## config.mk

```make
export PLATFORM = sky130hd
export DESIGN_NAME = maj_net_eval
export DESIGN_NICKNAME = d
export VERILOG_FILES = /design/src/rtl/maj_net_eval.sv
export SDC_FILE = /design/constraint.sdc
export NUM_CORES = 1
export LEC_CHECK = 0
export BUFFER_PORTS_ARGS = -buffer_cell sky130_fd_sc_hd__buf_2
export CAP_MARGIN = 30
export CORE_MARGIN = 2
export CORE_UTILIZATION = 60
export CTS_BUF_LIST = sky130_fd_sc_hd__clkbuf_2
export CTS_CLUSTER_SIZE = 25
export DETAILED_ROUTE_END_ITERATION = 16
export PLACE_DENSITY = 0.84
export SKIP_LAST_GASP = 1
export SLEW_MARGIN = 20
export SYNTH_ARGS = -nofsm -noshare
export SYNTH_HDL_FRONTEND = slang
export SYNTH_SLANG_ARGS = --single-unit
```

## constraint.sdc

```tcl
create_clock -name clk -period 3.82 [get_ports clk]
set_input_delay 0.191 -clock clk [delete_from_list [all_inputs] [get_ports clk]]
set_output_delay 0.191 -clock clk [all_outputs]
set_load 0.02 [all_outputs]
```

## src/rtl/maj_net_eval.sv

```systemverilog
// maj_net_eval: programmable chain of 3-input majority nodes with per-operand
// inversion, evaluated one node per clock. Single-vector mode returns the
// function value; sweep mode walks all 2^N_IN vectors and counts the ON-set.
//
// Ports:
//   clk, rst                 clock, synchronous active-high reset
//   cfg_we/cfg_addr/cfg_data node config write {inv2,sel2,inv1,sel1,inv0,sel0}
//   in_valid/in_ready        request handshake (in_vec, in_sweep)
//   out_valid/out_ready      result handshake (out_bit, out_count)
//   busy                     high whenever the FSM is not IDLE
module maj_net_eval #(
   parameter  int unsigned N_IN    = 7,
   parameter  int unsigned N_NODES = 6,
   localparam int unsigned IDX_W   = $clog2(1 + N_IN + N_NODES),
   localparam int unsigned ADDR_W  = $clog2(N_NODES),
   localparam int unsigned ENT_W   = IDX_W + 1
) (
   input  logic                 clk,
   input  logic                 rst,
   input  logic                 cfg_we,
   input  logic [ADDR_W-1:0]    cfg_addr,
   input  logic [3*ENT_W-1:0]   cfg_data,
   input  logic                 in_valid,
   output logic                 in_ready,
   input  logic [N_IN-1:0]      in_vec,
   input  logic                 in_sweep,
   output logic                 out_valid,
   input  logic                 out_ready,
   output logic                 out_bit,
   output logic [N_IN:0]        out_count,
   output logic                 busy
);

   localparam int unsigned SIG_W = 1 << IDX_W;

   typedef enum logic [1:0] {IDLE, EVAL, DONE} state_t;

   state_t               state_q, state_d;
   logic [3*ENT_W-1:0]   cfg_q [N_NODES];
   logic [N_NODES-1:0]   node_q;
   logic [ADDR_W-1:0]    idx_q;
   logic [N_IN-1:0]      vec_q;
   logic                 sweep_q;
   logic [N_IN:0]        count_q;

   logic                 accept, last_node, last_vec;
   logic [SIG_W-1:0]     sig;
   logic [3*ENT_W-1:0]   ent;
   logic [2:0]           op;
   logic                 node_c;
   logic                 in_ready_d, out_valid_d, busy_d;

   assign accept    = in_valid && in_ready && (state_q == IDLE);
   assign last_node = (idx_q == ADDR_W'(N_NODES - 1));
   assign last_vec  = !sweep_q || (&vec_q);
   assign out_count = count_q;

   // Selector space laid out as one flat vector: const0, inputs, nodes, then
   // zero padding for out-of-range codes. Nodes at or above the current index
   // are masked so stale values from the previous vector never leak in.
   always_comb begin
      sig = '0;
      sig[N_IN:1] = vec_q;
      for (int j = 0; j < N_NODES; j++) begin
         if (ADDR_W'(j) < idx_q) sig[1 + N_IN + j] = node_q[j];
      end
      ent = cfg_q[idx_q];
      for (int o = 0; o < 3; o++) begin
         op[o] = sig[ent[o*ENT_W +: IDX_W]] ^ ent[o*ENT_W + IDX_W];
      end
      node_c = (op[0] & op[1]) | (op[0] & op[2]) | (op[1] & op[2]);
   end

   // Next-state and registered-output decode
   always_comb begin
      state_d     = state_q;
      in_ready_d  = 1'b0;
      out_valid_d = 1'b0;
      busy_d      = 1'b0;
      case (state_q)
         IDLE:    if (accept) state_d = EVAL;
         EVAL:    if (last_node && last_vec) state_d = DONE;
         DONE:    if (out_ready) state_d = IDLE;
         default: state_d = IDLE;
      endcase
      in_ready_d  = (state_d == IDLE);
      out_valid_d = (state_d == DONE);
      busy_d      = (state_d != IDLE);
   end

   // State, handshake flags, configuration and datapath registers
   always_ff @(posedge clk) begin
      if (rst) begin
         state_q   <= IDLE;
         in_ready  <= 1'b0;
         out_valid <= 1'b0;
         busy      <= 1'b0;
         out_bit   <= 1'b0;
         count_q   <= '0;
         idx_q     <= '0;
         vec_q     <= '0;
         sweep_q   <= 1'b0;
         node_q    <= '0;
         for (int k = 0; k < N_NODES; k++) cfg_q[k] <= '0;
      end else begin
         state_q   <= state_d;
         in_ready  <= in_ready_d;
         out_valid <= out_valid_d;
         busy      <= busy_d;

         if (cfg_we && (state_q == IDLE) && (32'(cfg_addr) < N_NODES))
            cfg_q[cfg_addr] <= cfg_data;

         case (state_q)
            IDLE: begin
               if (accept) begin
                  vec_q   <= in_sweep ? '0 : in_vec;
                  sweep_q <= in_sweep;
                  count_q <= '0;
                  idx_q   <= '0;
               end
            end
            EVAL: begin
               node_q[idx_q] <= node_c;
               if (last_node) begin
                  out_bit <= node_c;
                  if (sweep_q) begin
                     count_q <= count_q + (N_IN + 1)'(node_c);
                     if (!(&vec_q)) begin
                        vec_q <= vec_q + N_IN'(1);
                        idx_q <= '0;
                     end
                  end
               end else begin
                  idx_q <= idx_q + ADDR_W'(1);
               end
            end
            default: ;
         endcase
      end
   end

endmodule

```

==> Word level (Yosys, flattened, before mapping) <==
Memories as Yosys holds them, arrays and structs flattened. A register that Yosys moved wholly into a read port is not among the register bits.
Index checks and enable logic that the tools add are counted.
{ "totals": {"ff_bits": 31, "ram_bits": 90, "out_inout_bits": 12, "mem_count": 1} }
{ "mem_list": {"columns": ["memory", "words", "width", "read_ports", "rd_ports_with_merged_regs", "write_ports", "line_no", "text"], "rows": [
  ["cfg_q", 6, 15, 1, 1, 6, "39", "logic [3*ENT_W-1:0] cfg_q [N_NODES];"]
]} }
{ "classes": {"add_sub_neg": 3, "magnitude_cmp": 12, "n_eq_ne": 10, "n_mux": 44, "bitwise_logic": 8, "reduce_logical": 19} }
{ "ops": {"columns": ["operator", "count"], "rows": [
  ["$mux W7", 5],
  ["$mux W8", 3],
  ["$mux W3", 7],
  ["$mux W1", 16],
  ["$pmux W8 S2", 1],
  ["$lt A4 B5 Y1 const B", 3],
  ["$mux W15", 1],
  ["$reduce_or A15 Y1", 1],
  ["$pmux W7 S2", 1],
  ["$bmux W1 S4", 3],
  ["$add A8 B1 Y8", 1],
  ["$ne A2 B2 Y1 const B", 4],
  ["$reduce_and A4 Y1", 2],
  ["$add A7 B1 Y7 const B", 1],
  ["$reduce_and A7 Y1", 1],
  ["$bwmux W6", 1],
  ["$logic_and A1 B1 Y1", 6],
  ["$lt A1 B3 Y1 const A", 2],
  ["$lt A2 B3 Y1 const A", 2],
  ["$lt A3 B3 Y1 const A", 2],
  ["$mux W2", 3],
  ["$ne A3 B3 Y1 const B", 2],
  ["$pmux W2 S3", 1],
  ["$pmux W3 S2", 1],
  ["other kinds (17)", 26]
]} }

==> Depth between registers and ports, before layout <==
{ "logic_depth": {"ltp_word": 12, "mapped_depth": 17} }

==> Worst setup path after synthesis <==
No wires, ideal clock.
{ "synth_timing": {"path_type": "register to register", "startpoint": "register (tool-made name)", "endpoint": "register count_q[4] (netlist: out_count[4])", "arrival_ns": 3.215, "setup_slack_ns": 0.485, "path_stages_with_launch": 16, "n_path_buf": 1, "synth_period_minus_slack_ns": 3.335, "path_cell_list": "dfxtp_1 > buf_6 > mux4_2 > mux2i_4 > mux2i_1 > nor3_2 > nor4_4 > a21boi_2 > nor4_4 > nor2_1 > ha_1 > ha_1 > and3_1 > nand2_1 > xor2_1 > nor2_1"} }
{ "synth_rtl": {"columns": ["item", "line_no", "text"], "rows": [
  ["end signal, assigned", "128", "count_q <= count_q + (N_IN + 1)'(node_c);"],
  ["end, declared", "44", "logic [N_IN:0] count_q;"]
]} }

==> results.md <==
Die:
- The die covers 0.01359 mm2.
- After floorplanning, the core was sized to cover about 0.013 mm2.
- The initial standard-cell utilization of the core is 60.76%.
- The die is 116.6 um wide.
- The vertical die dimension is about 120 um.
- During I/O placement, the number of pins put on the boundary was 43.
- The number of standard-cell rows in the floorplan is 41.

Run:
- The number of violations of the max-capacitance limit is 0.

Cells and area:
- With fillers left out, the area of the finished cells amounts to 0.008912 mm2.
- Once layout is complete, the utilization of the core stands at 71.20%.
- The number of fillers in the final layout is 866.
- The synthesis-to-layout area growth is 17.19%.
- The share of post-route cells with drive strength above 1 is a little under a quarter.
- In the final design database the tool counted 800 nets.

Clock tree:
- The clock drives 154 sinks.
- In this run the deepest clock path goes through 2 buffers.
- The number of buffers created by CTS is 17.
- The clock latency reported for the late side of the worst-skew pair is 0.78 ns.
- TritonCTS built the clock tree.
- The cell sitting at the root of the clock tree is a sky130_fd_sc_hd__clkbuf_2.
- Clock-pin slew was measured on the worst setup and hold paths at 0.24 ns.
- The H-tree was split into 4 levels.

STA:
- After routing, the total negative slack on setup checks comes to 0 ns.
- The number of max-slew violations in the final report came to 0.
- The tightest slew margin relative to the limit is 43.24%.
- The highest attainable clock frequency is around 280 MHz.
- The number of hold violations in the final report was 0.
- The final critical-path share of the clock period is 94.82%.
- The final worst slack is between 0.15 and 0.2 ns.
- The transition at the pin with the smallest max-transition slack is 0.8513 ns.
- The count of endpoints failing setup in the final report is 0.
- The final clock skew is about 0.018 ns.
- After layout, the minimum clock period comes to 3.622 ns.

Place:
- OpenSTA, run right after detailed placement, puts the worst setup slack at 0.002996 ns.
- Summed over all nets, the half-perimeter wirelength after detailed placement is 12.23 mm.
- Port buffering added 42 buffers.
- After detailed placement, the total cell area comes to between 0.008 and 0.009 mm2.
- Routability-driven placement finished with a final weighted congestion of 0.8930.

Global route:
- The pin count of the biggest net entering global routing is 39.
- For this run the aggregate overflow at the end of global routing stands at 0.
- Global routing consumed, over all layers together, 28.42% of the routing resources.
- The initial antenna violation count was 1.
- The via count of the first global-routing pass is 5567.
- The first-pass GRT wire length is 28.30 mm.

Yosys:
- Summing the areas of all xor and xnor instances in the mapped netlist gives 0.9214% of the synthesized area.
- In this run the cell area of the synthesized design comes to 0.007605 mm2.
- The synthesized netlist devotes 0.8226% of its cell area to adder and majority cells.
- The predominant post-synthesis flop cell is sky130_fd_sc_hd__edfxtp_1.
- Averaged over all synthesized cells, the footprint is 12.09 um2.
- The post-synthesis sequential element count is 154.
- The fraction of synthesized cell area taken by the top area cell type is 47.38%.
- Sequential elements use 56.33% of the synthesized area.
- By area the synthesized netlist is led by sky130_fd_sc_hd__edfxtp_1 (47%), sky130_fd_sc_hd__dfxtp_1 (9.0%), sky130_fd_sc_hd__mux4_2 (7.4%), sky130_fd_sc_hd__nor2_1 (5.6%), sky130_fd_sc_hd__mux2i_1 (3.9%).
- The compound-gate portion of the synthesized area is 8.062%.
- After technology mapping, the gate count stands at 629.
- After synthesis, the largest family of logic cells by area is simple AND/OR/NAND/NOR gates.
- In this run, distinct cell masters in the synthesized netlist total 67.
- The Yosys step of the flow raised 0 warnings.
- Measured against the total synthesized area, the mux share comes to 14.99%.
- After synthesis, the share of flip-flops with an asynchronous set or reset is 0%.
- The cell taking the most area after synthesis is sky130_fd_sc_hd__edfxtp_1.
- The synthesized design contains 120 enable-type register cells.
- The post-synthesis share of cell area spent on and, or, nand and nor gates is 15.33%.

Critical path:
- Along the worst path, the maximum fanout reaches 12.
- The critical path data required time is 4.51 ns.
- The worst setup path is launched from a flip-flop.
- STA classifies the critical path endpoint as a flip-flop.
- The start-to-end type of the worst setup path is reg2reg.
- The setup slack of the worst register-to-register path is 0.20 ns.
- STA puts the critical path data arrival time at 4.32 ns.

Run status:
- The flow ran to the end, and the final reports show no timing, DRC or antenna violations.

Drt:
- After detailed routing, the number of remaining DRC violations is 0.
- The count of nets left with antenna violations after detail routing is 0.
- The routed wire length is 18.49 mm.
- The vias after detailed routing is 5601.
- The detailed-routing iteration count for the pre-antenna-repair pass is 5.
- The initial DRC count is 559.
- The per-cell via count in the routed design is slightly below 6.
- The routed wirelength normalized by instance count is 19.46 um.

Pwr:
- For this design the ratio of total power to cell area is 358.9 mW/mm2.
- The static leakage is approximately 3.4 nW.
- VDD sags by at most around 0.00027 V.
- Summing internal, switching and leakage power gives 3.198 mW.

Worst hold path:
- The worst hold-check path type is in2reg.
## metrics by stage
stage / hold slack (ns) / std cells
floorplan: 0.3349 / 658
global placement: 0.4653 / 870
detailed placement: 0.4717 / 870
CTS: 0.01686 / 939
global route: 0.03163 / 950
finish: 0.04803 / 950
## worst paths after layout
check / startpoint / to / cells after the start
max: flip-flop / out_count[4] / 15
min: cfg_addr[1] / cfg_q[3][9] / 4
min reg2reg: out_bit / out_bit / 2
max reg2reg: flip-flop / out_count[4] / 15
## cell usage in the layout (no fill, tap or decap), types with 3 or more instances in the layout
master | netlist | layout
sky130_fd_sc_hd__mux2_2 | 15 | 15
sky130_fd_sc_hd__a21oi_1 | 22 | 22
sky130_fd_sc_hd__dlygate4sd3_1 | 0 | 37
sky130_fd_sc_hd__inv_1 | 25 | 25
sky130_fd_sc_hd__buf_2 | 2 | 42
sky130_fd_sc_hd__nand2b_1 | 6 | 6
sky130_fd_sc_hd__nand3b_1 | 11 | 11
sky130_fd_sc_hd__buf_4 | 5 | 34
sky130_fd_sc_hd__mux2i_1 | 30 | 29
sky130_fd_sc_hd__mux4_2 | 25 | 25
sky130_fd_sc_hd__clkinvlp_4 | 0 | 6
sky130_fd_sc_hd__o21a_1 | 3 | 3
sky130_fd_sc_hd__nand2_1 | 43 | 43
sky130_fd_sc_hd__or2_2 | 6 | 6
sky130_fd_sc_hd__a22oi_1 | 5 | 5
sky130_fd_sc_hd__inv_6 | 0 | 3
sky130_fd_sc_hd__nor2_1 | 113 | 113
sky130_fd_sc_hd__clkbuf_2 | 0 | 18
sky130_fd_sc_hd__mux2i_4 | 2 | 3
sky130_fd_sc_hd__nor3_1 | 13 | 13
sky130_fd_sc_hd__o31ai_1 | 8 | 7
sky130_fd_sc_hd__xor2_1 | 6 | 6
sky130_fd_sc_hd__nor2b_1 | 5 | 4
sky130_fd_sc_hd__conb_1 | 1 | 30
sky130_fd_sc_hd__edfxtp_1 | 120 | 120
sky130_fd_sc_hd__and3_1 | 9 | 9
sky130_fd_sc_hd__ha_1 | 5 | 5
sky130_fd_sc_hd__nand3_1 | 26 | 26
sky130_fd_sc_hd__dfxtp_1 | 34 | 31
sky130_fd_sc_hd__dfxtp_4 | 0 | 3
sky130_fd_sc_hd__o21ai_0 | 12 | 12
sky130_fd_sc_hd__a311oi_1 | 3 | 3
sky130_fd_sc_hd__a211oi_1 | 3 | 3
## critical path: stages, from the launching register on
cell and delay [ns]:
sky130_fd_sc_hd__dfxtp_4 0.49, sky130_fd_sc_hd__buf_6 0.20, sky130_fd_sc_hd__mux2_1 0.37, sky130_fd_sc_hd__mux4_2 0.47, sky130_fd_sc_hd__nand3b_1 0.20, sky130_fd_sc_hd__o32ai_1 0.35
sky130_fd_sc_hd__nor4b_2 0.10, sky130_fd_sc_hd__xor2_1 0.20, sky130_fd_sc_hd__a41oi_4 0.22, sky130_fd_sc_hd__nor2_1 0.08, sky130_fd_sc_hd__ha_1 0.21, sky130_fd_sc_hd__ha_1 0.19
sky130_fd_sc_hd__and3_1 0.18, sky130_fd_sc_hd__nand2_1 0.08, sky130_fd_sc_hd__xor2_1 0.14, sky130_fd_sc_hd__nor2_1 0.05
## power breakdown
| group | switching, mW | internal (mW) |
|---|---|---|
| combinational | 0.224 | 0.173 |
| clock | 0.631 | 0.253 |
| sequential | 0.0412 | 1.88 |
| total | 0.897 | 2.30 |
## cell usage after synthesis, types with 8 or more instances
cell type                  count
sky130_fd_sc_hd__nand3_1      26
sky130_fd_sc_hd__o21ai_0      12
sky130_fd_sc_hd__and3_1        9
sky130_fd_sc_hd__mux4_2       25
sky130_fd_sc_hd__mux2i_1      30
sky130_fd_sc_hd__edfxtp_1    120
sky130_fd_sc_hd__dfxtp_1      34
sky130_fd_sc_hd__nor2_1      113
sky130_fd_sc_hd__nand3b_1     11
sky130_fd_sc_hd__clkbuf_1     17
sky130_fd_sc_hd__a21oi_1      22
sky130_fd_sc_hd__inv_1        25
sky130_fd_sc_hd__nor3_1       13
sky130_fd_sc_hd__nand2_1      43
sky130_fd_sc_hd__mux2_2       15
sky130_fd_sc_hd__o31ai_1       8
## registers in the layout, indices dropped and copies added (netlist names), named ones only
register / flops
out_valid: 1
out_count: 8
out_bit: 1
node_q: 6
in_ready: 1
cfg_q: 120
vec_q: 7
busy: 1
state_q: 2
sweep_q: 1
idx_q: 3
## what timing repair did
item	CTS	global route
resized for setup	2	9
pin swaps	0	1
endpoints found under the setup margin	2	7
setup buffers	0	8
hold buffers	37	0
hold endpoints to repair	135	0
## metal layers
| layer | share of wire [%] | GRT usage (%) | up-vias |
|---|---|---|---|
| met1 | 39 | 34.09 | 2743 |
| met5 | 0 | 0 | - |
| met2 | 51 | 49.30 | 248 |
| met4 | 2.9 | 12.78 | 0 |
| met3 | 6.3 | 6.435 | 42 |
| li1 | - | - | 2568 |
## layout make-up
type | count | area (um2) | share of cell area (%)
multi-input cells | 449 | 3193 | 35.83
clock inverters | 14 | 141.4 | 1.586
inverters | 26 | 97.59 | 1.095
clock buffers | 18 | 90.09 | 1.011
flip-flops and latches | 154 | 4295 | 48.20
diodes | 1 | 2.502 | 0.02808
well taps | 172 | 215.2 | 2.415
repair buffers | 116 | 877.1 | 9.841
## kinds of logic after synthesis
kind of cell | after synthesis
buffers and inverters | 55
muxes | 76
DFF | 154
other | 1
and+or+nand+nor | 245
AOI/OAI and AO/OA | 85
xor gates and xnor gates | 8
adders and majority gates | 5
(Power assumes the default switching activity.)
